### src/rtl/fifo_burst_reader_if.sv
// Read-side bundle for fifo_burst_reader: FIFO read port plus downstream valid/ready stream.
// master = the burst reader, slave = FIFO and stream consumer.
interface fifo_burst_reader_if #(
  parameter int unsigned DATA_W = 16
) ();
  logic              FIFO_empty;
  logic              FIFO_r_en;
  logic [DATA_W-1:0] fifo_rdata;
  logic [DATA_W-1:0] m_data;
  logic              m_valid;
  logic              m_ready;
  logic              m_last;

  modport master (
    input  FIFO_empty,
    input  fifo_rdata,
    input  m_ready,
    output FIFO_r_en,
    output m_data,
    output m_valid,
    output m_last
  );

  modport slave (
    output FIFO_empty,
    output fifo_rdata,
    output m_ready,
    input  FIFO_r_en,
    input  m_data,
    input  m_valid,
    input  m_last
  );
endinterface

### src/rtl/fifo_burst_reader.sv
// Drains a commanded burst from the async FIFO read port into a 2-entry skid buffer and a
// valid/ready stream. Optional running checksum of popped words under FIFO_RD_CHECKSUM_EN.
module fifo_burst_reader #(
  parameter int unsigned DATA_W = 16,
  parameter int unsigned CNT_W  = 8
) (
  input  logic                FIFO_r_clk,
  input  logic                FIFO_r_reset_n,
  input  logic                start,
  input  logic [CNT_W-1:0]    burst_len,
  output logic                busy,
  output logic                done,
  output logic [CNT_W-1:0]    words_left,
  fifo_burst_reader_if.master bus
`ifdef FIFO_RD_CHECKSUM_EN
  ,
  output logic [DATA_W-1:0]   checksum
`endif
);

  typedef enum logic [1:0] {StIdle, StRun, StFlush} state_e;

  state_e            r_state;
  logic [CNT_W-1:0]  r_issue_cnt;
  logic [CNT_W-1:0]  r_words_left;
  logic              r_inflight;
  logic              r_busy;
  logic              r_done;
  logic [1:0]        r_occ;
  logic [DATA_W-1:0] r_buf0;
  logic [DATA_W-1:0] r_buf1;

  logic              w_pop;
  logic              w_push;
  logic              w_rd_en;
  logic              w_accept;
  logic [2:0]        w_pending;

  assign w_pop     = (r_occ != 2'd0) && bus.m_ready;
  assign w_push    = r_inflight;
  assign w_accept  = (r_state == StIdle) && start;
  // Slots already claimed once this cycle's pop is accounted for; keeps occ <= 2.
  assign w_pending = {1'b0, r_occ} + {2'b00, r_inflight} - {2'b00, w_pop};
  assign w_rd_en   = (r_state == StRun) && !bus.FIFO_empty && (r_issue_cnt != '0) &&
                     (w_pending < 3'd2);

  assign bus.FIFO_r_en = w_rd_en;
  assign bus.m_valid   = (r_occ != 2'd0);
  assign bus.m_data    = r_buf0;
  assign bus.m_last    = (r_occ != 2'd0) && (r_words_left == CNT_W'(1));
  assign busy          = r_busy;
  assign done          = r_done;
  assign words_left    = r_words_left;

  always_ff @(posedge FIFO_r_clk or negedge FIFO_r_reset_n) begin
    if (!FIFO_r_reset_n) begin
      r_state      <= StIdle;
      r_issue_cnt  <= '0;
      r_words_left <= '0;
      r_inflight   <= 1'b0;
      r_busy       <= 1'b0;
      r_done       <= 1'b0;
    end else begin
      r_done     <= 1'b0;
      r_inflight <= w_rd_en;
      if (w_rd_en) begin
        r_issue_cnt <= r_issue_cnt - CNT_W'(1);
      end
      if (w_pop && (r_words_left != '0)) begin
        r_words_left <= r_words_left - CNT_W'(1);
      end
      unique case (r_state)
        StIdle: begin
          if (start) begin
            if (burst_len != '0) begin
              r_issue_cnt  <= burst_len;
              r_words_left <= burst_len;
              r_busy       <= 1'b1;
              r_state      <= StRun;
            end else begin
              r_done <= 1'b1;
            end
          end
        end
        StRun: begin
          if (w_rd_en && (r_issue_cnt == CNT_W'(1))) begin
            r_state <= StFlush;
          end
        end
        StFlush: begin
          if ((r_words_left == '0) || (w_pop && (r_words_left == CNT_W'(1)))) begin
            r_done  <= 1'b1;
            r_busy  <= 1'b0;
            r_state <= StIdle;
          end
        end
        default: r_state <= StIdle;
      endcase
    end
  end

  // Skid buffer: r_buf0 is the head; capture and pop together keep occupancy unchanged.
  always_ff @(posedge FIFO_r_clk or negedge FIFO_r_reset_n) begin
    if (!FIFO_r_reset_n) begin
      r_occ  <= 2'd0;
      r_buf0 <= '0;
      r_buf1 <= '0;
    end else begin
      unique case ({w_push, w_pop})
        2'b10: begin
          if (r_occ == 2'd0) begin
            r_buf0 <= bus.fifo_rdata;
          end else begin
            r_buf1 <= bus.fifo_rdata;
          end
          r_occ <= r_occ + 2'd1;
        end
        2'b01: begin
          r_buf0 <= r_buf1;
          r_occ  <= r_occ - 2'd1;
        end
        2'b11: begin
          if (r_occ == 2'd2) begin
            r_buf0 <= r_buf1;
            r_buf1 <= bus.fifo_rdata;
          end else begin
            r_buf0 <= bus.fifo_rdata;
          end
        end
        default: ;
      endcase
    end
  end

`ifdef FIFO_RD_CHECKSUM_EN
  logic [DATA_W-1:0] r_checksum;

  assign checksum = r_checksum;

  always_ff @(posedge FIFO_r_clk or negedge FIFO_r_reset_n) begin
    if (!FIFO_r_reset_n) begin
      r_checksum <= '0;
    end else if (w_accept) begin
      r_checksum <= '0;
    end else if (w_pop) begin
      r_checksum <= r_checksum + r_buf0;
    end
  end
`else
  logic w_unused_accept;
  assign w_unused_accept = w_accept;
`endif

endmodule

### src/flat_wrapper.sv
// flat-port wrapper written by rule: the top's interface ports become plain ports
module fifo_burst_reader_flat 
#(
  parameter int unsigned DATA_W = 16,
  parameter int unsigned CNT_W  = 8
)
  (FIFO_r_clk, FIFO_r_reset_n, start, burst_len, busy, done, words_left, bus_FIFO_empty, bus_fifo_rdata, bus_m_ready, bus_FIFO_r_en, bus_m_data, bus_m_valid, bus_m_last);
  fifo_burst_reader_if #(.DATA_W(DATA_W)) bus_i ();
  input  logic FIFO_r_clk;
  input  logic FIFO_r_reset_n;
  input  logic start;
  input  logic [CNT_W-1:0] burst_len;
  output logic busy;
  output logic done;
  output logic [CNT_W-1:0] words_left;
  input wire logic [$bits(bus_i.FIFO_empty)-1:0] bus_FIFO_empty;
  input wire logic [$bits(bus_i.fifo_rdata)-1:0] bus_fifo_rdata;
  input wire logic [$bits(bus_i.m_ready)-1:0] bus_m_ready;
  output wire logic [$bits(bus_i.FIFO_r_en)-1:0] bus_FIFO_r_en;
  output wire logic [$bits(bus_i.m_data)-1:0] bus_m_data;
  output wire logic [$bits(bus_i.m_valid)-1:0] bus_m_valid;
  output wire logic [$bits(bus_i.m_last)-1:0] bus_m_last;
  assign bus_i.FIFO_empty = bus_FIFO_empty;
  assign bus_i.fifo_rdata = bus_fifo_rdata;
  assign bus_i.m_ready = bus_m_ready;
  assign bus_FIFO_r_en = bus_i.FIFO_r_en;
  assign bus_m_data = bus_i.m_data;
  assign bus_m_valid = bus_i.m_valid;
  assign bus_m_last = bus_i.m_last;
  fifo_burst_reader #(.DATA_W(DATA_W), .CNT_W(CNT_W)) u_core (.FIFO_r_clk(FIFO_r_clk), .FIFO_r_reset_n(FIFO_r_reset_n), .start(start), .burst_len(burst_len), .busy(busy), .done(done), .words_left(words_left), .bus(bus_i));
endmodule
### config.mk
export PLATFORM = sky130hd
export DESIGN_NAME = fifo_burst_reader_flat
export DESIGN_NICKNAME = d
export VERILOG_FILES = /design/src/rtl/fifo_burst_reader_if.sv /design/src/rtl/fifo_burst_reader.sv /design/src/flat_wrapper.sv
export SDC_FILE = /design/constraint.sdc
export NUM_CORES = 1
export LEC_CHECK = 0
export BUFFER_PORTS_ARGS = -buffer_cell sky130_fd_sc_hd__buf_2
export CORE_UTILIZATION = 58
export CTS_CLUSTER_DIAMETER = 80
export DETAILED_ROUTE_END_ITERATION = 12
export PLACE_DENSITY = 0.89
export RECOVER_POWER = 100
export SLEW_MARGIN = 5
export SYNTH_ARGS = -nofsm -noshare
export SYNTH_HDL_FRONTEND = slang
export SYNTH_SLANG_ARGS = --single-unit
### constraint.sdc
create_clock -name FIFO_r_clk -period 5.1 [get_ports FIFO_r_clk]
set_input_delay 0.255 -clock FIFO_r_clk [delete_from_list [all_inputs] [get_ports FIFO_r_clk]]
set_output_delay 0.255 -clock FIFO_r_clk [all_outputs]
set_load 0.02 [all_outputs]
==> results of run 1 <==
==> synthesized netlist by cell type <==
| master | number | share of area [%] |
|---|---|---|
| a21o_1 | 1 | 0.27 |
| a21oi_1 | 4 | 0.73 |
| a311oi_2 | 1 | 0.55 |
| a31oi_2 | 1 | 0.46 |
| and3b_2 | 1 | 0.36 |
| and4_1 | 1 | 0.32 |
| and4bb_2 | 1 | 0.46 |
| buf_2 | 3 | 0.55 |
| clkbuf_1 | 5 | 0.68 |
| dfrtp_1 | 55 | 50 |
| fa_1 | 1 | 0.73 |
| ha_1 | 8 | 3.6 |
| inv_1 | 8 | 1.1 |
| mux2_2 | 17 | 7.0 |
| mux2_4 | 1 | 0.55 |
| mux2i_1 | 16 | 5.8 |
| nand2_1 | 29 | 4.0 |
| nand2b_1 | 4 | 0.91 |
| nand3_1 | 3 | 0.55 |
| nand3b_1 | 4 | 1.1 |
| nand4b_1 | 4 | 1.3 |
| nor2_1 | 8 | 1.1 |
| nor2b_1 | 1 | 0.23 |
| nor2b_2 | 1 | 0.32 |
| nor3_1 | 3 | 0.55 |
| nor3b_2 | 1 | 0.46 |
| nor4_1 | 2 | 0.46 |
| nor4b_4 | 2 | 1.7 |
| o21a_1 | 1 | 0.27 |
| o21ai_0 | 31 | 5.7 |
| o21ai_1 | 1 | 0.18 |
| o21ai_2 | 1 | 0.32 |
| o21bai_1 | 2 | 0.55 |
| or4_1 | 3 | 0.82 |
| or4_4 | 1 | 0.41 |
| or4bb_1 | 1 | 0.41 |
| xnor2_1 | 6 | 1.9 |
| xor2_1 | 11 | 3.5 |
==> cell type report <==
cell class | count | share of cell area (%)
clock inverter | 2 | 0.405
timing repair buffer | 59 | 8.30
multi-input combinational | 173 | 41.4
sequential | 55 | 44.5
clock buffer | 6 | 2.35
inverter | 8 | 0.971
tap | 52 | 2.10
==> state kept, by name (all words and copies together), names as in the netlist, 2 cells and up <==
register and flops:
u_core.r_buf1 16, u_core.r_state 2, u_core.words_left 8, u_core.bus.m_data 16, u_core.r_issue_cnt 8, u_core.r_occ 2
==> cell usage in the layout, fill, tap and decap left out, drive strengths merged <==
cell type  count
nand2b         4
dfrtp         55
clkbuf        37
a21o           1
nor3b          1
xnor2          6
nand3          3
o21ai         33
nand2         29
nor4b          2
nor2           8
a31oi          1
fa             1
or4            4
xor2          11
inv            8
nor3           3
a21oi          4
nand4b         4
and3b          1
nor2b          2
and4           1
nand3b         4
or4bb          1
a311oi         1
mux2          18
clkinvlp       1
o21bai         2
buf           28
o21a           1
nor4           2
clkinv         1
ha             8
mux2i         16
and4bb         1
==> metrics by stage <==
step / total power (uW) / std cells / instance area [um^2] / hold WS, ps / worst slack (ps)
after floorplan: 1440 / 244 / 2750 / -40.6 / 2120
after global placement: 1650 / 347 / 3080 / 418 / 2010
after detailed placement: 1700 / 347 / 3080 / 419 / 1870
after CTS: 1940 / 355 / 3170 / 72.6 / 1700
after global routing: 2020 / 355 / 3090 / 181 / 880
final: 1880 / 355 / 3090 / 195 / 1150
==> worst reg2reg max path, cell delays in order, from the launching register on <==
cell      delay, ps
dfrtp_1         480
o21a_1          250
inv_1            90
ha_1            340
nand2b_1        180
fa_1            380
xor2_1          150
nor4b_1         850
or4bb_1         580
xor2_1          170
o21ai_0         100
==> worst max path at each step <==
stage,startpoint,to,slack [ps],depth (start not counted)
3_3_place_gp,u_core.r_occ[1]$_DFFE_PN0N_,u_core.r_issue_cnt[6]$_DFF_PN0_,2010,10
5_1_grt,u_core.r_occ[1]$_DFFE_PN0N_,bus_FIFO_r_en,880,9
4_1_cts,u_core.r_occ[1]$_DFFE_PN0N_,bus_FIFO_r_en,1700,9
6_report,u_core.r_occ[1]$_DFFE_PN0N_,bus_FIFO_r_en,1150,9
2_1_floorplan,u_core.r_occ[0]$_DFFE_PN0N_,u_core.r_issue_cnt[1]$_DFF_PN0_,2120,11
3_5_place_dp,u_core.r_occ[0]$_DFFE_PN0N_,u_core.r_issue_cnt[6]$_DFF_PN0_,1870,10
==> kinds of logic (layout without fill, tap and decap cells) <==
logic type      count (synthesis)  in the layout  share of synthesized area (%)
buf+inv                        16             75                           2.32
fa+ha+maj                       9              9                           4.38
simple gates                   70             70                           15.4
flops                          55             55                           50.1
xor+xnor                       17             17                           5.42
mux                            34             34                           13.4
compound gates                 43             43                           8.98
==> power by group <==
group / switching [uW] / internal [uW]
clock: 136 / 96.2
combinational: 490 / 346
sequential: 170 / 639
==> metal layers <==
layer  vias to the layer above  wire [um]  GRT usage (%)
met1                       949       2400           29.5
met4                         0         73           8.00
li1                        967          -              -
met3                         7        238           4.42
met5                         -          0              0
met2                        60       2740           42.5
==> results.env, run 1 <==
VIOLATED_CHECKS='capacitance limit, slew limit'
ROUTEDWLPERCELL_UM=15.4
TIGHTESTPINTRANSITION_PS=2810
FINAL.SETUP.TNS_PS=0
WORST_HOLD_PATH_TYPE='in2reg'
DRT-TOTAL-WL_MM=5.46
SEQ_AREA_FRAC_SYNTH_PCT=50.1
CP-END-KIND='output port'
CLOCK_LATENCY_PS=310
NUMBER_OF_BUFFERS_ADDED_TO_FIX_HOLD_VIOLATIONS_AFTER_CTS=0
PLACE_HPWL_MM=4.04
WORST_PATH_LARGEST_CELL_DELAY_PS=850
MAX_FREQ_MHz=253
DRT_DRC_VIOLATIONS_LEFT=0
WORST-SETUP-PATH-TYPE='reg2out'
FIRST_GLOBAL_VIAS=1994
TIMING.FINAL.SETUP_VIOLATIONS=0
MULTI_INPUT_AREA_UM2=1280
ANTENNA_VIOLATING_NETS_POST_ROUTE=0
STATUS='finished, violations left'
MAXCAPVIOLCOUNT=2
CELL_LEAKAGE_POWER_uW=0.00138
INITIAL_ANTENNA_VIOLATION_COUNT=0
N_FILL_CELL=363
SEQCELLAREA_UM2=1380
POSTSYNTHREGISTERBITS=55
GP_CONGESTION=0.844
DETAILROUTE.VIA_COUNT=1983
CORE_UM2=4440
FP-ROW-COUNT=24
FINALNETCOUNT=340
DETAIL_ROUTE.VIAS_PER_CELL=5.59
WORST_EP_REQUIRED_PS=4850
FIN_CRIT_PS=3950
CTS_BUFS_INSERTED=5
WORST-R2R-CELL-COUNT=10
CTS.SINK_COUNT=55
HOLD_VIOLATIONS=0
MIN_DELAY_WORST_ENDPOINT='u_core.r_buf1[11]$_DFFE_PN0P_'
TIMING.SLEW.HEADROOM_PCT=-87.1
IR_WORST_VDD_V=0.000373
ANTENNADIODECOUNT=0
CRITICAL-PATH-SLOWEST-CELL='nor4b_1'
RSZ0062_AT_GRT='no'
POWER.DENSITY_CELL_AREA_nW_PER_UM2=607
IO_PINS=58
SYNTH_CELL_TYPE_COUNT=38
WORST-PATH-MAX-FANOUT=8
CP_BUFS_INVS=2
REPORT.FINAL.SLEW_VIOL_COUNT=89
FINALCLOCKSKEW_PS=5.20
GRTUSAGETOTAL_PCT=23.9
HTREE_LEVELS=2
DRT_ITER0_MARKERS=98
CTS_TREE='yes'
CRITICAL-PATH-TOP-DELAY-FAMILY='simple AND/OR/NAND/NOR gates'
INITIAL_UTILIZATION_PCT=61.8
DRIVE_GT1_SHARE_PCT=19.5
CTS_REPAIR_RESIZE_COUNT=0
LAYOUT_WORST_PATH_CYCLE_SHARE_PCT=77.4
DIEWIDTH_UM=70.8
SYN-INSTANCE-COUNT=244
LAYOUT-AREA-OVERHEAD-VS-SYNTH_PCT=12.6
YS_WARN_COUNT=0
POST_CTS_BUFFERS=0
PLACE.PORT_BUFFERS=57
R2R-END='u_core.r_issue_cnt[6]$_DFF_PN0_'
GRT_PASS1_WL_MM=9.25
STARTPOINT_TYPE='flip-flop'
HOLD_START='bus_fifo_rdata[11]'
SYNTH_NETS=282
GRT_REMAINING_OVERFLOW=0
DETAIL_ROUTE.FIRST_PASS.ITERATIONS=8
CLOCK-ROOT-BUFFER='clkbuf_8'
CLK_PIN_SLEW_PS=90
GRT_MAX_DEGREE=56
FINISH.UTILIZATION_PCT=69.6
POST_SYNTHESIS_AVERAGE_CELL_AREA_UM2=11.3
DIE_Y_UM=70.8
REG2REG_SLACK_PS=1370
WORSTREG2REGSTART='u_core.r_occ[1]$_DFFE_PN0N_'
FP.DIEAREA_UM2=5010
WORSTPATHARRIVAL_PS=3690
MIN_PATH_CELLS=2
MAPPEDNETLISTAREA_UM2=2750
CRITICAL_PATH_CELL_BY_CELL='o21a_1 -> inv_1 -> ha_1 -> nand2b_1 -> fa_1 -> xor2_1 -> nor4b_1 -> nor2b_1 -> clkbuf_1'
CLK_PATH_BUF_DEPTH=2
Power figures use the tool's default switching activity.
==> inputs of run 2 (changes only) <==
CORE_UTILIZATION = 49   (was 58)
PLACE_DENSITY = 0.81   (was 0.89)
clock period = 3.52 ns   (was 5.1 ns; I/O delays follow)
==> results.env, run 2 (synthesized netlist as in run 1, its figures left out) <==
STATUS='finished, violations left'  # unchanged
ANTENNADIODECOUNT=0  # unchanged
FIRST_GLOBAL_VIAS=1998  # was 1994
VIOLATED_CHECKS='capacitance limit, slew limit'  # unchanged
STARTPOINT_TYPE='flip-flop'  # unchanged
FINAL.SETUP.TNS_PS=0  # unchanged
FP-ROW-COUNT=26  # was 24
FINALNETCOUNT=342  # was 340
WORSTREG2REGSTART='u_core.r_occ[0]$_DFFE_PN0N_'  # was u_core.r_occ[1]$_DFFE_PN0N_
LAYOUT_WORST_PATH_CYCLE_SHARE_PCT=94.0
DETAIL_ROUTE.VIAS_PER_CELL=5.39  # was 5.59
TIGHTESTPINTRANSITION_PS=2130  # was 2810 ps
WORST-R2R-CELL-COUNT=11  # was 10
TIMING.CRITICAL_PATH.MODE_CELL='xor2_1'
ANTENNA_VIOLATING_NETS_POST_ROUTE=0  # unchanged
IO_PINS=58  # unchanged
STDCELL_AREA_UM2=3190  # was 3090 um^2
IR_WORST_VDD_V=0.000541  # was 0.000373 V
NUMBER_OF_BUFFERS_ADDED_TO_FIX_HOLD_VIOLATIONS_AFTER_CTS=0  # unchanged
MIN_PATH_CELLS=2  # unchanged
HOLD_VIOLATIONS=0  # unchanged
ROUTEDWLPERCELL_UM=14.8  # was 15.4 um
MOSTFREQUENTLAYOUTCELL='dfrtp_1'  # unchanged
FINALCLOCKSKEW_PS=6.31  # was 5.20 ps
CLK_PIN_SLEW_PS=100  # was 90 ps
GRT_REMAINING_OVERFLOW=0  # unchanged
MAX_FREQ_MHz=302
CELL_LEAKAGE_POWER_uW=0.00142  # was 0.00138 uW
WORST-PATH-MAX-FANOUT=7  # was 8
WORST_HOLD_PATH_TYPE='in2reg'  # unchanged
DETAIL_ROUTE.FIRST_PASS.ITERATIONS=4  # was 8
DETAILROUTE.VIA_COUNT=2023  # was 1983
TIMING.FINAL.SETUP_VIOLATIONS=0  # unchanged
INITIAL_UTILIZATION_PCT=52.4  # was 61.8%
CLK_PATH_BUF_DEPTH=2  # unchanged
HTREE_LEVELS=2  # unchanged
PLACE_HPWL_MM=4.07  # was 4.04 mm
CLOCK-ROOT-BUFFER='clkbuf_8'  # unchanged
CP-END-KIND='flip-flop'  # was output port
TIMING.SLEW.HEADROOM_PCT=-42.3  # was -87.1%
CTS_TREE='yes'  # unchanged
LAYOUT-AREA-OVERHEAD-VS-SYNTH_PCT=16.4  # was 12.6%
DRT_ITER0_MARKERS=71  # was 98
WORST_EP_REQUIRED_PS=3700  # was 4850 ps
N_FILL_CELL=474  # was 363
WORST_PATH_LARGEST_CELL_DELAY_PS=500  # was 850 ps
FIN_CRIT_PS=3310
MAXCAPVIOLCOUNT=2  # unchanged
WORST-SETUP-PATH-TYPE='reg2reg'  # was reg2out
MIN_DELAY_WORST_ENDPOINT='u_core.r_buf1[7]$_DFFE_PN0P_'  # was u_core.r_buf1[11]$_DFFE_PN0P_
REG2REG_SLACK_PS=210  # was 1370 ps
CRITICAL_PATH_CELL_BY_CELL='o21a_1 -> inv_1 -> ha_1 -> nand2b_1 -> fa_1 -> xor2_1 -> nor4b_4 -> buf_4 -> or4bb_1 -> xor2_1 -> o21ai_1'  # was o21a_1 -> inv_1 -> ha_1 -> nand2b_1 -> fa_1 -> xor2_1 -> nor4b_1 -> nor2b_1 -> clkbuf_1
POWER.DENSITY_CELL_AREA_nW_PER_UM2=910  # was 607 nW/um^2
CTS_BUFS_INSERTED=5  # unchanged
DRIVE_GT1_SHARE_PCT=20.7  # was 19.5%
WORSTPATHARRIVAL_PS=3490  # was 3690 ps
GRT_PASS1_WL_MM=9.29  # was 9.25 mm
DIE_Y_UM=76.9  # was 70.8 um
RSZ0062_AT_GRT='no'  # unchanged
GRTUSAGETOTAL_PCT=20.1  # was 23.9%
DRT_DRC_VIOLATIONS_LEFT=0  # unchanged
LAYOUT.CELLS.MOST_COMMON_LIST='dfrtp_1 (55), clkbuf_1 (32), o21ai_0 (31), nand2_1 (29), buf_2 (27)'  # was dfrtp_1 (55), o21ai_0 (32), clkbuf_1 (32), nand2_1 (29), buf_2 (28)
REPORT.FINAL.SLEW_VIOL_COUNT=76  # was 89
TOTAL_POWER_uW=2910  # was 1880 uW
PLACE.PORT_BUFFERS=57  # unchanged
INITIAL_ANTENNA_VIOLATION_COUNT=0  # unchanged
GP_CONGESTION=0.845  # was 0.844
FP.DIEAREA_UM2=5910  # was 5010 um^2
POSTPLACECELLAREA_UM2=3110  # was 3080 um^2
GRT_MAX_DEGREE=43  # was 56
CP_BUFS_INVS=2  # unchanged
CORE_UM2=5240  # was 4440 um^2
CRITICAL-PATH-SLOWEST-CELL='dfrtp_1'  # was nor4b_1
HOLD_START='bus_fifo_rdata[7]'  # was bus_fifo_rdata[11]
CRITICAL-PATH-TOP-DELAY-FAMILY='simple AND/OR/NAND/NOR gates'  # unchanged
CTS.SINK_COUNT=55  # unchanged
DIEWIDTH_UM=76.9  # was 70.8 um
DRT-TOTAL-WL_MM=5.54  # was 5.46 mm
CLOCK_LATENCY_PS=310  # about the same
R2R-END='u_core.r_issue_cnt[6]$_DFF_PN0_'  # unchanged
FINISH.UTILIZATION_PCT=61.0  # was 69.6%
run 2: worst max path at each step:
| stage | start | cells past startpoint | endpoint |
|---|---|---|---|
| after floorplan | u_core.r_occ[0]$_DFFE_PN0N_ | 11 | u_core.r_issue_cnt[1]$_DFF_PN0_ |
| after global placement | u_core.r_occ[1]$_DFFE_PN0N_ | 10 | u_core.r_issue_cnt[6]$_DFF_PN0_ |
| after detailed placement | u_core.r_occ[0]$_DFFE_PN0N_ | 10 | u_core.r_issue_cnt[6]$_DFF_PN0_ |
| after CTS | u_core.r_occ[0]$_DFFE_PN0N_ | 9 | bus_FIFO_r_en |
| after global routing | u_core.r_occ[0]$_DFFE_PN0N_ | 11 | u_core.r_issue_cnt[6]$_DFF_PN0_ |
| final | u_core.r_occ[0]$_DFFE_PN0N_ | 11 | u_core.r_issue_cnt[6]$_DFF_PN0_ |
run 2: metal layers:
| layer | track usage (%) | wire [um] |
|---|---|---|
| met2 | 32.9 | 2630 |
| met4 | 6.54 | 82 |
| met1 | 26.3 | 2580 |
| met5 | 0 | 0 |
| met3 | 4.76 | 239 |
run 2: worst reg2reg max path, cell delays in order, from the launching register on:
cell,delay [ps]
dfrtp_1,500
o21a_1,230
inv_1,90
ha_1,330
nand2b_1,180
fa_1,390
xor2_1,180
nor4b_4,340
buf_4,190
or4bb_1,500
xor2_1,170
o21ai_1,70
run 2: stage by stage:
| stage | setup WS [ps] | hold WS, ps | instances |
|---|---|---|---|
| CTS | 152 | 6.15 | 374 |
| global placement | 459 | 352 | 366 |
| floorplan | 539 | -120 | 244 |
| finish | 212 | 108 | 375 |
| global route | 38.7 | 99.7 | 375 |
| detailed placement | 330 | 350 | 366 |
run 2: what timing repair did:
action | CTS | global route
buffers inserted | 0 | 1
setup endpoints to repair | 0 | 1
gates resized for setup | 0 | 0
run 2: final cells by class:
class | instances | area [um^2] | share of cell area (%)
Timing Repair Buffer | 61 | 268 | 8.38
Clock inverter | 3 | 67.6 | 2.12
Clock buffer | 5 | 68.8 | 2.15
Tap cell | 70 | 87.6 | 2.74
Sequential cell | 55 | 1380 | 43.1
Inverter | 8 | 30.0 | 0.940
Multi-Input combinational cell | 173 | 1300 | 40.6
run 2: report_power, final:
part | switching, uW | leakage [uW] | internal, uW
sequential | 237 | 0.000669 | 926
combinational | 727 | 0.000682 | 532
clock | 202 | 0.0000644 | 283
